$ cat src/rtl/btn_debounce_pulse.sv
// ---------------------------------------------------------------------------
// btn_debounce_pulse
//
// Conditions one raw push-button level for the digital clock. The button is
// brought into the clk domain through a two-flop synchroniser and debounced
// by a four-state FSM. The block produces a clean level plus single-cycle
// press and release pulses.
//
// Optional feature (compile-time macro BTN_AUTOREPEAT_EN):
//   While the button stays accepted as held, press_pulse fires once after
//   HOLD_CYCLES cycles. It then fires again every REPEAT_CYCLES cycles until
//   the button leaves the held state. Without the macro, exactly one
//   press_pulse is produced per accepted press.
//
// Ports:
//   clk           in   system clock (100 MHz)
//   reset         in   synchronous, active-high reset
//   btn_in        in   raw asynchronous button level, 1 = pressed
//   btn_level     out  debounced button level
//   press_pulse   out  one-cycle pulse per accepted press (plus repeats)
//   release_pulse out  one-cycle pulse per accepted release
// ---------------------------------------------------------------------------
module btn_debounce_pulse #(
    parameter int DEBOUNCE_CYCLES = 1000000,
    parameter int HOLD_CYCLES     = 50000000,
    parameter int REPEAT_CYCLES   = 20000000,
    parameter int CNT_W           = 26
) (
    input  logic clk,
    input  logic reset,
    input  logic btn_in,
    output logic btn_level,
    output logic press_pulse,
    output logic release_pulse
);

    typedef enum logic [1:0] {
        IDLE,
        PRESS_WAIT,
        HELD,
        RELEASE_WAIT
    } state_t;

    // Catch impossible configurations at elaboration time: a zero-length
    // debounce or a cycle count that does not fit the counter.
    if (DEBOUNCE_CYCLES < 1 || HOLD_CYCLES < 1 || REPEAT_CYCLES < 1 ||
        (64'(DEBOUNCE_CYCLES) >> CNT_W) != 64'd0 ||
        (64'(HOLD_CYCLES) >> CNT_W) != 64'd0 ||
        (64'(REPEAT_CYCLES) >> CNT_W) != 64'd0) begin : g_bad_param
        $error("btn_debounce_pulse: cycle parameters must be >= 1 and fit in CNT_W bits");
    end

    localparam logic [CNT_W-1:0] DEB_TERM = CNT_W'(DEBOUNCE_CYCLES);
    localparam logic [CNT_W-1:0] CNT_ONE  = CNT_W'(1);

    state_t           state_q, state_d;
    logic             sync_meta_q, sync_meta_d;
    logic             btn_sync_q, btn_sync_d;
    logic [CNT_W-1:0] cnt_q, cnt_d;
    logic             btn_level_q, btn_level_d;
    logic             press_pulse_q, press_pulse_d;
    logic             release_pulse_q, release_pulse_d;

`ifdef BTN_AUTOREPEAT_EN
    localparam logic [CNT_W-1:0] HOLD_LAST   = CNT_W'(HOLD_CYCLES - 1);
    localparam logic [CNT_W-1:0] REPEAT_LAST = CNT_W'(REPEAT_CYCLES - 1);

    logic [CNT_W-1:0] hold_cnt_q, hold_cnt_d;
    logic             repeating_q, repeating_d;
    logic             repeat_fire;
`endif

    // All state registers. Reset wins over everything else on the same edge,
    // including the synchroniser, so a partially counted debounce is simply
    // forgotten and a button still held afterwards starts from scratch.
    always_ff @(posedge clk) begin
        if (reset) begin
            state_q         <= IDLE;
            sync_meta_q     <= 1'b0;
            btn_sync_q      <= 1'b0;
            cnt_q           <= '0;
            btn_level_q     <= 1'b0;
            press_pulse_q   <= 1'b0;
            release_pulse_q <= 1'b0;
`ifdef BTN_AUTOREPEAT_EN
            hold_cnt_q      <= '0;
            repeating_q     <= 1'b0;
`endif
        end else begin
            state_q         <= state_d;
            sync_meta_q     <= sync_meta_d;
            btn_sync_q      <= btn_sync_d;
            cnt_q           <= cnt_d;
            btn_level_q     <= btn_level_d;
            press_pulse_q   <= press_pulse_d;
            release_pulse_q <= release_pulse_d;
`ifdef BTN_AUTOREPEAT_EN
            hold_cnt_q      <= hold_cnt_d;
            repeating_q     <= repeating_d;
`endif
        end
    end

    // Two-flop synchroniser; only btn_sync_q is visible to the FSM.
    always_comb begin
        sync_meta_d = btn_in;
        btn_sync_d  = sync_meta_q;
    end

`ifdef BTN_AUTOREPEAT_EN
    // Hold/repeat timer. It only advances while the FSM sits in HELD with the
    // button still high. In every other case it is zero, so any entry into
    // HELD (fresh press or return after a release bounce) starts from zero.
    // The first pulse waits HOLD_CYCLES; later ones wait REPEAT_CYCLES.
    // A low sample in HELD takes priority, so leaving HELD never fires.
    always_comb begin
        hold_cnt_d  = '0;
        repeating_d = 1'b0;
        repeat_fire = 1'b0;
        if (state_q == HELD && btn_sync_q) begin
            repeating_d = repeating_q;
            if ((!repeating_q && hold_cnt_q == HOLD_LAST) ||
                ( repeating_q && hold_cnt_q == REPEAT_LAST)) begin
                repeat_fire = 1'b1;
                repeating_d = 1'b1;
                hold_cnt_d  = '0;
            end else begin
                hold_cnt_d  = hold_cnt_q + CNT_ONE;
            end
        end
    end
`endif

    // Debounce FSM. The counter holds the number of consecutive samples of
    // the candidate level seen so far, starting at 1 on the sample that left
    // the stable state. The transition is taken on the sample after the
    // count reaches DEBOUNCE_CYCLES, and only if the level is still there.
    // The count therefore never passes DEBOUNCE_CYCLES.
    always_comb begin
        state_d         = state_q;
        cnt_d           = cnt_q;
        btn_level_d     = btn_level_q;
        press_pulse_d   = 1'b0;
        release_pulse_d = 1'b0;

        case (state_q)
            IDLE: begin
                btn_level_d = 1'b0;
                cnt_d       = '0;
                if (btn_sync_q) begin
                    state_d = PRESS_WAIT;
                    cnt_d   = CNT_ONE;
                end
            end

            PRESS_WAIT: begin
                if (!btn_sync_q) begin
                    state_d = IDLE;
                    cnt_d   = '0;
                end else if (cnt_q == DEB_TERM) begin
                    state_d       = HELD;
                    cnt_d         = '0;
                    btn_level_d   = 1'b1;
                    press_pulse_d = 1'b1;
                end else begin
                    cnt_d = cnt_q + CNT_ONE;
                end
            end

            HELD: begin
                btn_level_d = 1'b1;
                cnt_d       = '0;
                if (!btn_sync_q) begin
                    state_d = RELEASE_WAIT;
                    cnt_d   = CNT_ONE;
                end
            end

            RELEASE_WAIT: begin
                if (btn_sync_q) begin
                    state_d = HELD;
                    cnt_d   = '0;
                end else if (cnt_q == DEB_TERM) begin
                    state_d         = IDLE;
                    cnt_d           = '0;
                    btn_level_d     = 1'b0;
                    release_pulse_d = 1'b1;
                end else begin
                    cnt_d = cnt_q + CNT_ONE;
                end
            end

            default: begin
                state_d     = IDLE;
                cnt_d       = '0;
                btn_level_d = 1'b0;
            end
        endcase

`ifdef BTN_AUTOREPEAT_EN
        // Repeats only occur in HELD. The debounce press pulse only occurs
        // in PRESS_WAIT and the release pulse only in RELEASE_WAIT, so the
        // OR can never overlap a release.
        if (repeat_fire) begin
            press_pulse_d = 1'b1;
        end
`endif
    end

    assign btn_level     = btn_level_q;
    assign press_pulse   = press_pulse_q;
    assign release_pulse = release_pulse_q;

endmodule

$ cat config.mk
export PLATFORM = sky130hd
export DESIGN_NAME = btn_debounce_pulse
export DESIGN_NICKNAME = d
export VERILOG_FILES = /design/src/rtl/btn_debounce_pulse.sv
export SDC_FILE = /design/constraint.sdc
export NUM_CORES = 1
export LEC_CHECK = 0
export ABC_AREA = 0
export BUFFER_PORTS_ARGS = -buffer_cell sky130_fd_sc_hd__buf_2
export CAP_MARGIN = 20
export CORE_ASPECT_RATIO = 1.5
export CORE_MARGIN = 2
export CORE_UTILIZATION = 40
export CTS_CLUSTER_SIZE = 12
export DETAILED_ROUTE_END_ITERATION = 6
export GPL_ROUTABILITY_DRIVEN = 0
export PLACE_DENSITY = 0.66
export SKIP_LAST_GASP = 1
export SYNTH_ARGS = -nofsm -noshare
export SYNTH_HDL_FRONTEND = slang
export SYNTH_SLANG_ARGS = --single-unit
$ cat constraint.sdc
create_clock -name clk -period 4.7 [get_ports clk]
set_clock_uncertainty 0.1 [all_clocks]
set_input_delay 0.705 -clock clk [delete_from_list [all_inputs] [get_ports clk]]
set_output_delay 0.705 -clock clk [all_outputs]
set_load 0.05 [all_outputs]
==> results of run 1 <==
routing by layer:
metal	routed length, um	GRT usage (%)
met1	1170	13.4
met2	1430	25.4
met3	74	3.74
met4	76	7.86
met5	0	0
path summary, 6_finish.rpt:
kind	start	slack, ns	endpoint
setup reg to reg	cnt_q[0]$_SDFF_PP0_	2.35	cnt_q[7]$_SDFF_PP0_
hold reg to reg	btn_sync_d$_SDFF_PP0_	0.35	btn_sync_q$_SDFF_PP0_
hold / removal	btn_sync_d$_SDFF_PP0_	0.35	btn_sync_q$_SDFF_PP0_
setup / recovery	cnt_q[0]$_SDFF_PP0_	2.35	cnt_q[7]$_SDFF_PP0_
where the power goes:
group          internal, mW  switching, mW
clock                 0.116         0.0976
combinational        0.0174         0.0261
sequential            0.285        0.00551
cell families (layout without fill, tap and decap cells):
logic type / after synthesis / count (layout) / synth area share (%)
compound gates: 10 / 10 / 4.59
simple gates: 86 / 86 / 30.7
flops: 33 / 33 / 40.4
xor+xnor: 24 / 24 / 12.9
mux: 1 / 1 / 0.689
buf+inv: 13 / 21 / 5.43
fa+ha+maj: 7 / 7 / 5.36
sequential cells by signal (all words and copies together), names as in the netlist, named ones only:
signal         flops
cnt_q             26
btn_level          1
btn_sync_d         1
btn_sync_q         1
press_pulse        1
release_pulse      1
state_q            1
stage by stage:
stage | cells | hold WS [ns]
after floorplan | 174 | 0.314
after global placement | 220 | 0.323
after detailed placement | 220 | 0.342
after CTS | 227 | 0.353
after global routing | 227 | 0.364
final | 227 | 0.348
synth_stat cells, types with 2 or more instances:
cell      instances  area [um^2]
a21oi_1           4         20.0
and3_1            5         31.3
and4_1            2         17.5
buf_12            2         40.0
clkbuf_1          2         7.51
dfxtp_1          33          661
ha_1              7         87.6
inv_1             8         30.0
nand2_1           8         30.0
nand3_1          12         60.1
nand4_1           6         37.5
nor2_1           11         41.3
nor2_2           20          125
nor2b_1           4         25.0
nor3_1            4         20.0
nor4_1            3         18.8
nor4b_1           2         17.5
o21a_1            2         15.0
xnor2_1           8         70.1
xor2_1           16          140
cell type report:
| type | instances | share of cell area [%] |
|---|---|---|
| Sequential cell | 33 | 37.7 |
| Clock buffer | 7 | 4.93 |
| Tap cell | 45 | 3.21 |
| Timing Repair Buffer | 6 | 1.86 |
| Inverter | 8 | 1.71 |
| Multi-Input combinational cell | 128 | 50.6 |
worst register-to-register path, stage by stage, from the launching register on:
cell and delay, ns:
dfxtp_1 0.34, inv_1 0.08, ha_1 0.14, or4b_1 0.46
or3_4 0.37, o21ai_4 0.19, or3_1 0.13, buf_4 0.34
nor2_1 0.09
==> results.cfg, run 1 <==
[status]
status = finished clean

[floorplan]
initial_core_util_pct = 41.7
fp.dieArea_um2 = 4630
ios = 6
die_y_um = 82.3
design.core.area_um2 = 3920
rows = 28
fp.dieW_um = 56.2

[worst_setup_path]
crit_path_top_delay_cell = or4b_1
r2r_cells = 8
cp-start-kind = register
cp_cell_sequence = inv_1, ha_1, or4b_1, or3_4, o21ai_4, or3_1, buf_4, nor2_1
worstSetupPathType = reg2reg
cp_max_fo = 25
cp.required_ns = 4.77
cp_top_family = simple AND/OR/NAND/NOR gates
crit_cells = 8
path_buf_inv = 2
slowest_delay_ns = 0.46
cp.arrival_ns = 2.42
cp-end-kind = register

[placement]
place_hpwl_mm = 2.02
dpl_cell_area_um2 = 1670
io_buffers = 5
pre_cts_ws_ns = 2.34

[cells_and_area]
layout-drive-gt1-share_pct = 19.8
fillers = 388
fin_area_um2 = 1750
antenna_cells = 0
final_common_cell = dfxtp_1
regArea_um2 = 661
layout.nets = 192
multi_input_area_um2 = 886
final_core_util_pct = 44.6
layout_common_cells = dfxtp_1, nor2_2, xor2_1
area_growth_pct = 7.12

[logic_synthesis]
ys_seq_elements = 33
ys.flop_type = dfxtp_1
synth_nets = 184
synth_area_um2 = 1640
synthArstFlopShare_pct = 0
yosysUniqueCellTypes = 35
netlist_instances = 174
yosys_warnings = 0
synth_edf_count = 0
postSynthAreaPerCell_um2 = 9.40
synth-seq-area-share_pct = 40.4

[detailed_routing]
dr.pass1.iters = 4
ant_nets = 0
wl_mm = 2.75
viasPerCell = 5.08
route.vias.total = 1154
initialDrtViolationCount = 22
drc = 0
wl_per_cell_um = 12.1

[sta]
rsz0062_at_grt = no
tns_ns = 0
max_freq_mhz = 425
worst_slack_ns = 2.35
min_period_ns = 2.35
hold_violations = 0
max_slew_margin_pct = 30.4
tightest_slew_ns = 1.03
period_share_pct = 50.1
maxSlewViolCount = 0
setup_viol = 0

[worst_hold_path]
min_path_type = reg2reg
holdPathStages = 1

[cts]
htree_levels = 2
cts_tree = done
cts.clk_slew.worst_paths_ns = 0.06
cts_inserted_buffers = 5
cts_resized = 0
cts_sinks = 33
post_cts_buffers = 0
holdBufCountCts = 0
cts_buffer_depth = 2
root_buffer = clkbuf_8
clk_latency_ns = 0.28

[pwr]
peakVddDrop_mv = 0.260
totalPowerFinal_uw = 548
pwr_density_cell_nw_per_um2 = 313
p_leak_nw = 0.577

[global_routing]
grt_pass1_vias = 1110
grt_use_total_pct = 13.6
grt_overflow = 0
grt_max_degree = 26
antenna_found_initial = 0
grt_pass1_wl_mm = 4.83

[job]
maxCapViolCount = 0
Note: power is estimated with default switching activity, not from simulation.
==> inputs of run 2 (changes only) <==
--- a/config.mk
+++ b/config.mk
@@ -14,7 +14,7 @@
 export CTS_CLUSTER_SIZE = 12
 export DETAILED_ROUTE_END_ITERATION = 6
 export GPL_ROUTABILITY_DRIVEN = 0
-export PLACE_DENSITY = 0.66
+export PLACE_DENSITY = 0.68
 export SKIP_LAST_GASP = 1
 export SYNTH_ARGS = -nofsm -noshare
 export SYNTH_HDL_FRONTEND = slang
==> constraint.sdc (replaced) <==
create_clock -name clk -period 2.04 [get_ports clk]
set_clock_uncertainty 0.1 [all_clocks]
set_input_delay 0.306 -clock clk [delete_from_list [all_inputs] [get_ports clk]]
set_output_delay 0.306 -clock clk [all_outputs]
set_load 0.05 [all_outputs]
==> run 2 against run 1 <==
The run now ends with setup timing left; sequential share of layout area shrank 4.3 points; total power grew to 2.6 times the previous value; setup slack lost 2.4 ns; worst hold slack lost 0.21 ns; register-to-register slack lost 2.4 ns; clock-buffer cell count is the same; via count grew 9.1%; global-route usage grew 1.4 points; routed wire length grew 13%; cell count grew 7.9%; utilization grew 6.0 points; sequential power grew 130%; largest cell class unchanged.
==> results.cfg, run 2 (synthesis gave the netlist of run 1 again) <==
[worst_hold_path]
holdCritStartpoint = btn_in
min_path_type = in2reg

[global_routing]
grt_max_degree = 15
grt_use_total_pct = 15.0
grt_pass1_vias = 1228
grt_overflow = 0
grt_pass1_wl_mm = 5.19
antenna_found_initial = 0

[detailed_routing]
wl_mm = 3.10
wl_per_cell_um = 12.6
ant_nets = 0
initialDrtViolationCount = 28
route.vias.total = 1259
dr.pass1.iters = 4
drc = 0
viasPerCell = 5.14

[worst_setup_path]
cp.arrival_ns = 2.15
cp_max_fo = 14
cp-end-kind = register
slowest_delay_ns = 0.46
cp_top_family = simple AND/OR/NAND/NOR gates
crit_path_top_delay_cell = or4b_4
cp_common_cell = or3_4
path_buf_inv = 2
cp-start-kind = register
worstSetupPathType = reg2reg
cp.required_ns = 2.12
startpoint = cnt_q[0]$_SDFF_PP0_
cp_cell_sequence = inv_2, ha_4, or4b_4, or3_4, o21ai_4, or3_4, buf_12, nor2_1
r2r_start = cnt_q[0]$_SDFF_PP0_

[cts]
root_buffer = clkbuf_8
holdBufCountCts = 0
cts_buffer_depth = 2
htree_levels = 2
clk_latency_ns = 0.28
cts_sinks = 33
cts.clk_slew.worst_paths_ns = 0.07
cts_inserted_buffers = 5
cts_tree = done

[pwr]
p_leak_nw = 0.693
peakVddDrop_mv = 0.554
totalPowerFinal_mw = 1.44
pwr_density_cell_nw_per_um2 = 725

[sta]
max_freq_mhz = 484
setup_viol = 19
min_period_ns = 2.06
period_share_pct = 101
tightest_slew_ns = 0.447
worst_slack_ns = -0.0240
rsz0062_at_grt = yes
fin_hold_ws_ns = 0.135
hold_violations = 0
maxSlewViolCount = 0
max_slew_margin_pct = 70.1

[status]
status = finished with violations
violations = setup timing

[floorplan]
design.core.area_um2 = 3920
rows = 28
fp.dieW_um = 56.2
fp.dieArea_um2 = 4630
ios = 6
die_y_um = 82.3
initial_core_util_pct = 41.7

[cells_and_area]
layout.nets = 209
antenna_cells = 0
layout_common_cells = dfxtp_1, nor2_2, xor2_1
largest_reg_flops = 26
layout-drive-gt1-share_pct = 32.0
regArea_um2 = 663
fillers = 362
regMostFlops = cnt_q
area_growth_pct = 21.5
multi_input_area_um2 = 941
final_common_cell = dfxtp_1

[placement]
place_hpwl_mm = 2.28
io_buffers = 5

[job]
maxCapViolCount = 0
-- run 2: cell types whose count changed in the layout (fill, tap and decap cells not counted), sizes merged --
cell / change
bufinv: +1
buf: +17
-- run 2: worst paths after layout --
path / endpoint / slack (ns) / cells after the start
setup / recovery: cnt_q[6]$_SDFF_PP0_ / -0.02 / 8
setup reg to reg: cnt_q[6]$_SDFF_PP0_ / -0.02 / 8
hold reg to reg: btn_sync_q$_SDFF_PP0_ / 0.34 / 1
hold / removal: btn_sync_d$_SDFF_PP0_ / 0.13 / 2
-- run 2: metal layers --
metal / part of all wire (%) / up-vias / routed length, um / global-route usage [%]
met1: 38 / 593 / 1190 / 13.4
met5: 0 / - / 0 / 0
met3: 2.9 / 7 / 89 / 3.74
met2: 55 / 20 / 1710 / 29.3
met4: 3.3 / 0 / 103 / 10.2
li1: - / 639 / - / -
-- run 2: report_power, final --
part,leakage (nW),internal (mW),switching (mW),total [mW]
logic,0.367,0.0628,0.0721,0.135
clock network,0.0585,0.398,0.237,0.636
registers,0.268,0.658,0.0116,0.670
-- run 2: layout make-up --
cell class	instances	share of cell area [%]
multi-input combinational	128	47.4
sequential	33	33.4
timing repair buffer	23	9.07
clock buffer	7	4.35
tap	45	2.83
clock inverter	1	1.51
inverter	8	1.51
-- run 2: what timing repair did --
action / CTS / global route
hold endpoints to repair: 0 / 0
pin swaps: 0 / 13
setup endpoints to repair: 26 / 30
gates resized for setup: 2 / 8
buffers inserted: 0 / 3
-- run 2: through the flow --
stage                     setup WS [ns]  util, %  cells   TNS, ns  area (um^2)
final                           -0.0240     50.6    245    -0.287         1990
after global routing            -0.0905     50.6    245     -1.83         1990
after CTS                      -0.00522     48.9    242  -0.00866         1920
after detailed placement        -0.0521     45.6    234    -0.988         1790
after global placement          -0.0127     45.6    234    -0.101         1790
after floorplan                 -0.0523        -    174     -1.03         1640
==> inputs of run 3 (changes only) <==
--- a/config.mk
+++ b/config.mk
@@ -5,7 +5,7 @@
 export SDC_FILE = /design/constraint.sdc
 export NUM_CORES = 1
 export LEC_CHECK = 0
-export ABC_AREA = 0
+export ABC_AREA = 1
 export BUFFER_PORTS_ARGS = -buffer_cell sky130_fd_sc_hd__buf_2
 export CAP_MARGIN = 20
 export CORE_ASPECT_RATIO = 1.5
@@ -14,7 +14,8 @@
 export CTS_CLUSTER_SIZE = 12
 export DETAILED_ROUTE_END_ITERATION = 6
 export GPL_ROUTABILITY_DRIVEN = 0
-export PLACE_DENSITY = 0.68
+export PLACE_DENSITY = 0.67
+export RECOVER_POWER = 100
 export SKIP_LAST_GASP = 1
 export SYNTH_ARGS = -nofsm -noshare
 export SYNTH_HDL_FRONTEND = slang
==> run 3 against run 2 <==
The run now ends clean; clock-buffer cell count is the same; global-route usage rose by 1.7 points; register-to-register slack better by 0.32 ns; critical path depth is 1 higher; combinational power grew 120%; utilization is 6.0 points lower; sequential power is 5.4% higher; non-clock buffer count decreased by 18; final area grew 1.3%; worst hold slack got worse by 0.0062 ns; cell count is 31% higher; first-iteration DRC count is 39% higher.
==> results.cfg, run 3 <==
[logic_synthesis]
ys_seq_elements = 33
synthMuxAreaShare_pct = 0.537
synth_largest_area_cell = dfxtp_1
synth-compound-area-share_pct = 4.43
yosysUniqueCellTypes = 34
yosys.area_share.adder_pct = 4.70
synth_top_cell_area_share_pct = 35.5
synth-seq-area-share_pct = 35.5
synthArstFlopShare_pct = 0
synth_area_um2 = 1860
synth_edf_count = 0
synth_nets = 273
ys.flop_type = dfxtp_1
postSynthAreaPerCell_um2 = 7.08
yosys-top-cells-count = nand2_1, nor2_1, dfxtp_1, inv_1, nor3_1
synth.area.top_cells = dfxtp_1, nand2_1, nor2_1
yosys_warnings = 0
synth_xor_area_share_pct = 6.11
netlist_instances = 263
synth_top_family_by_area = simple AND/OR/NAND/NOR gates
yosys.area_share.simple_pct = 40.2
synth_most_common_cell = nand2_1

[worst_setup_path]
cp_common_cell = nand2_1
worstSetupPathType = reg2reg
cp_cell_sequence = inv_1, ha_1, nand2_1, nor2_1, nand2_1, nor2_1, nand2_1, nand3_4, a221oi_1
startpoint = cnt_q[0]$_SDFF_PP0_
r2r_end = cnt_q[10]$_SDFF_PP0_
cp-end-kind = register
r2r_start = cnt_q[0]$_SDFF_PP0_
r2r_cells = 9
crit_path_top_delay_cell = dfxtp_1
cp.required_ns = 2.13
rrSetupSlack_ns = 0.29
cp_top_family = simple AND/OR/NAND/NOR gates
cp_max_fo = 25
cp-start-kind = register
slowest_delay_ns = 0.37
cp.arrival_ns = 1.83
path_buf_inv = 1

[global_routing]
grt.met1_usage_pct = 17.8
grt_max_degree = 26
antenna_found_initial = 0
grt_use_met3_pct = 3.40
grt_use_total_pct = 16.7
grt_pass1_vias = 1554
use_met2_pct = 30.4
busiest_layer = met2
grt_overflow = 0
grt_pass1_wl_mm = 6.70

[cells_and_area]
area_growth_pct = 7.99
final_common_cell = nand2_1
largest_reg_flops = 26
fin_area_um2 = 2010
layout-drive-gt1-share_pct = 10.6
antenna_cells = 0
regMostFlops = cnt_q
layout.nets = 282
layout_common_cells = nand2_1, nor2_1, dfxtp_1

[worst_hold_path]
holdPathStages = 3
holdCritStartpoint = btn_in
min_path_type = in2reg
min_to = btn_sync_d$_SDFF_PP0_

[sta]
tns_ns = 0
max_slew_margin_pct = 60.5
setup_viol = 0
rsz0062_at_grt = no
min_period_ns = 1.75
worst_slack_ns = 0.295
maxSlewViolCount = 0
tightest_slew_ns = 0.595
max_freq_mhz = 573
hold_violations = 0
period_share_pct = 85.5

[detailed_routing]
drc = 0
wl_mm = 3.80
viasPerCell = 4.97
wl_per_cell_um = 11.8
ant_nets = 0
dr.pass1.iters = 4
initialDrtViolationCount = 39
route.vias.total = 1596

[cts]
cts_buffer_depth = 2
htree_levels = 2
cts_resized = 0
clk_latency_ns = 0.28
post_cts_buffers = 0
cts_sinks = 33
cts.clk_slew.worst_paths_ns = 0.07
root_buffer = clkbuf_8
holdBufCountCts = 0
cts_tree = done
cts_inserted_buffers = 5

[floorplan]
rows = 30
fp.dieArea_um2 = 5230
design.core.area_um2 = 4500
fp.dieW_um = 59.7
die_y_um = 87.6
initial_core_util_pct = 41.4
ios = 6

[job]
maxCapViolCount = 0

[pwr]
totalPowerFinal_mw = 1.54
peakVddDrop_mv = 0.413
p_leak_nw = 0.756
pwr_density_cell_nw_per_um2 = 767

[placement]
io_buffers = 5
place_hpwl_mm = 2.91
dpl_cell_area_um2 = 1930
pre_cts_ws_ns = 0.282

[status]
status = finished clean
==> run 3: cell count changes in the layout (fill, tap and decap cells not counted), sizes merged, moves of 4 or more <==
cell and delta:
nand2 +46, inv +29, nor2 +24, buf -22, nor3 +20, xnor2 -7, and3 -5, clkbuf +4
nor2b -4, xor2 -4
==> run 3: cells by family after synthesis <==
group | after synthesis
XOR/XNOR | 13
multiplexers | 1
adder cells (fa/ha/maj) | 7
AO/OA/AOI/OAI | 13
flip-flops | 33
buffers and inverters | 41
AND/OR/NAND/NOR | 155
==> run 3: per-stage QoR <==
step | cells | util, % | hold WS, ns
floorplan | 263 | - | 0.277
global placement | 313 | 42.9 | 0.291
detailed placement | 313 | 42.9 | 0.297
CTS | 321 | 45.1 | 0.112
global route | 321 | 44.7 | 0.131
finish | 321 | 44.7 | 0.129
==> run 3: power by group <==
| group | switching (mW) | total [mW] | internal [mW] |
|---|---|---|---|
| clock | 0.238 | 0.543 | 0.305 |
| sequential | 0.0279 | 0.706 | 0.678 |
| combinational | 0.186 | 0.294 | 0.108 |
| total | 0.452 | 1.54 | 1.09 |
==> run 3: final cells by class <==
cell class / count / area, um^2
flip-flops and latches: 33 / 661
fillers: 470 / 2490
repair buffers: 5 / 20.0
inverters: 38 / 143
multi-input cells: 189 / 1030
clock buffers: 7 / 96.3
clock inverters: 1 / 5.00
well taps: 48 / 60.1
==> run 3: routing by layer <==
layer  share of wire (%)  routed length, um
met5                   0                  0
met4                 2.4                 93
met3                 1.8                 67
met2                  54               2050
met1                  42               1590
==> run 3: worst reg2reg max path: stages (launching register included) <==
cell      delay (ns)
dfxtp_1         0.37
inv_1           0.07
ha_1            0.21
nand2_1         0.06
nor2_1          0.04
nand2_1         0.05
nor2_1          0.05
nand2_1         0.14
nand3_4         0.27
a221oi_1        0.29
==> run 3: worst max path at each step <==
stage | depth (start not counted) | endpoint | slack (ns)
finish | 9 | cnt_q[10]$_SDFF_PP0_ | 0.29
floorplan | 7 | cnt_q[16]$_SDFF_PP0_ | 0.51
global route | 9 | cnt_q[13]$_SDFF_PP0_ | 0.10
CTS | 5 | cnt_q[10]$_SDFF_PP0_ | 0.26
global placement | 8 | cnt_q[24]$_SDFF_PP0_ | 0.32
detailed placement | 8 | cnt_q[24]$_SDFF_PP0_ | 0.28
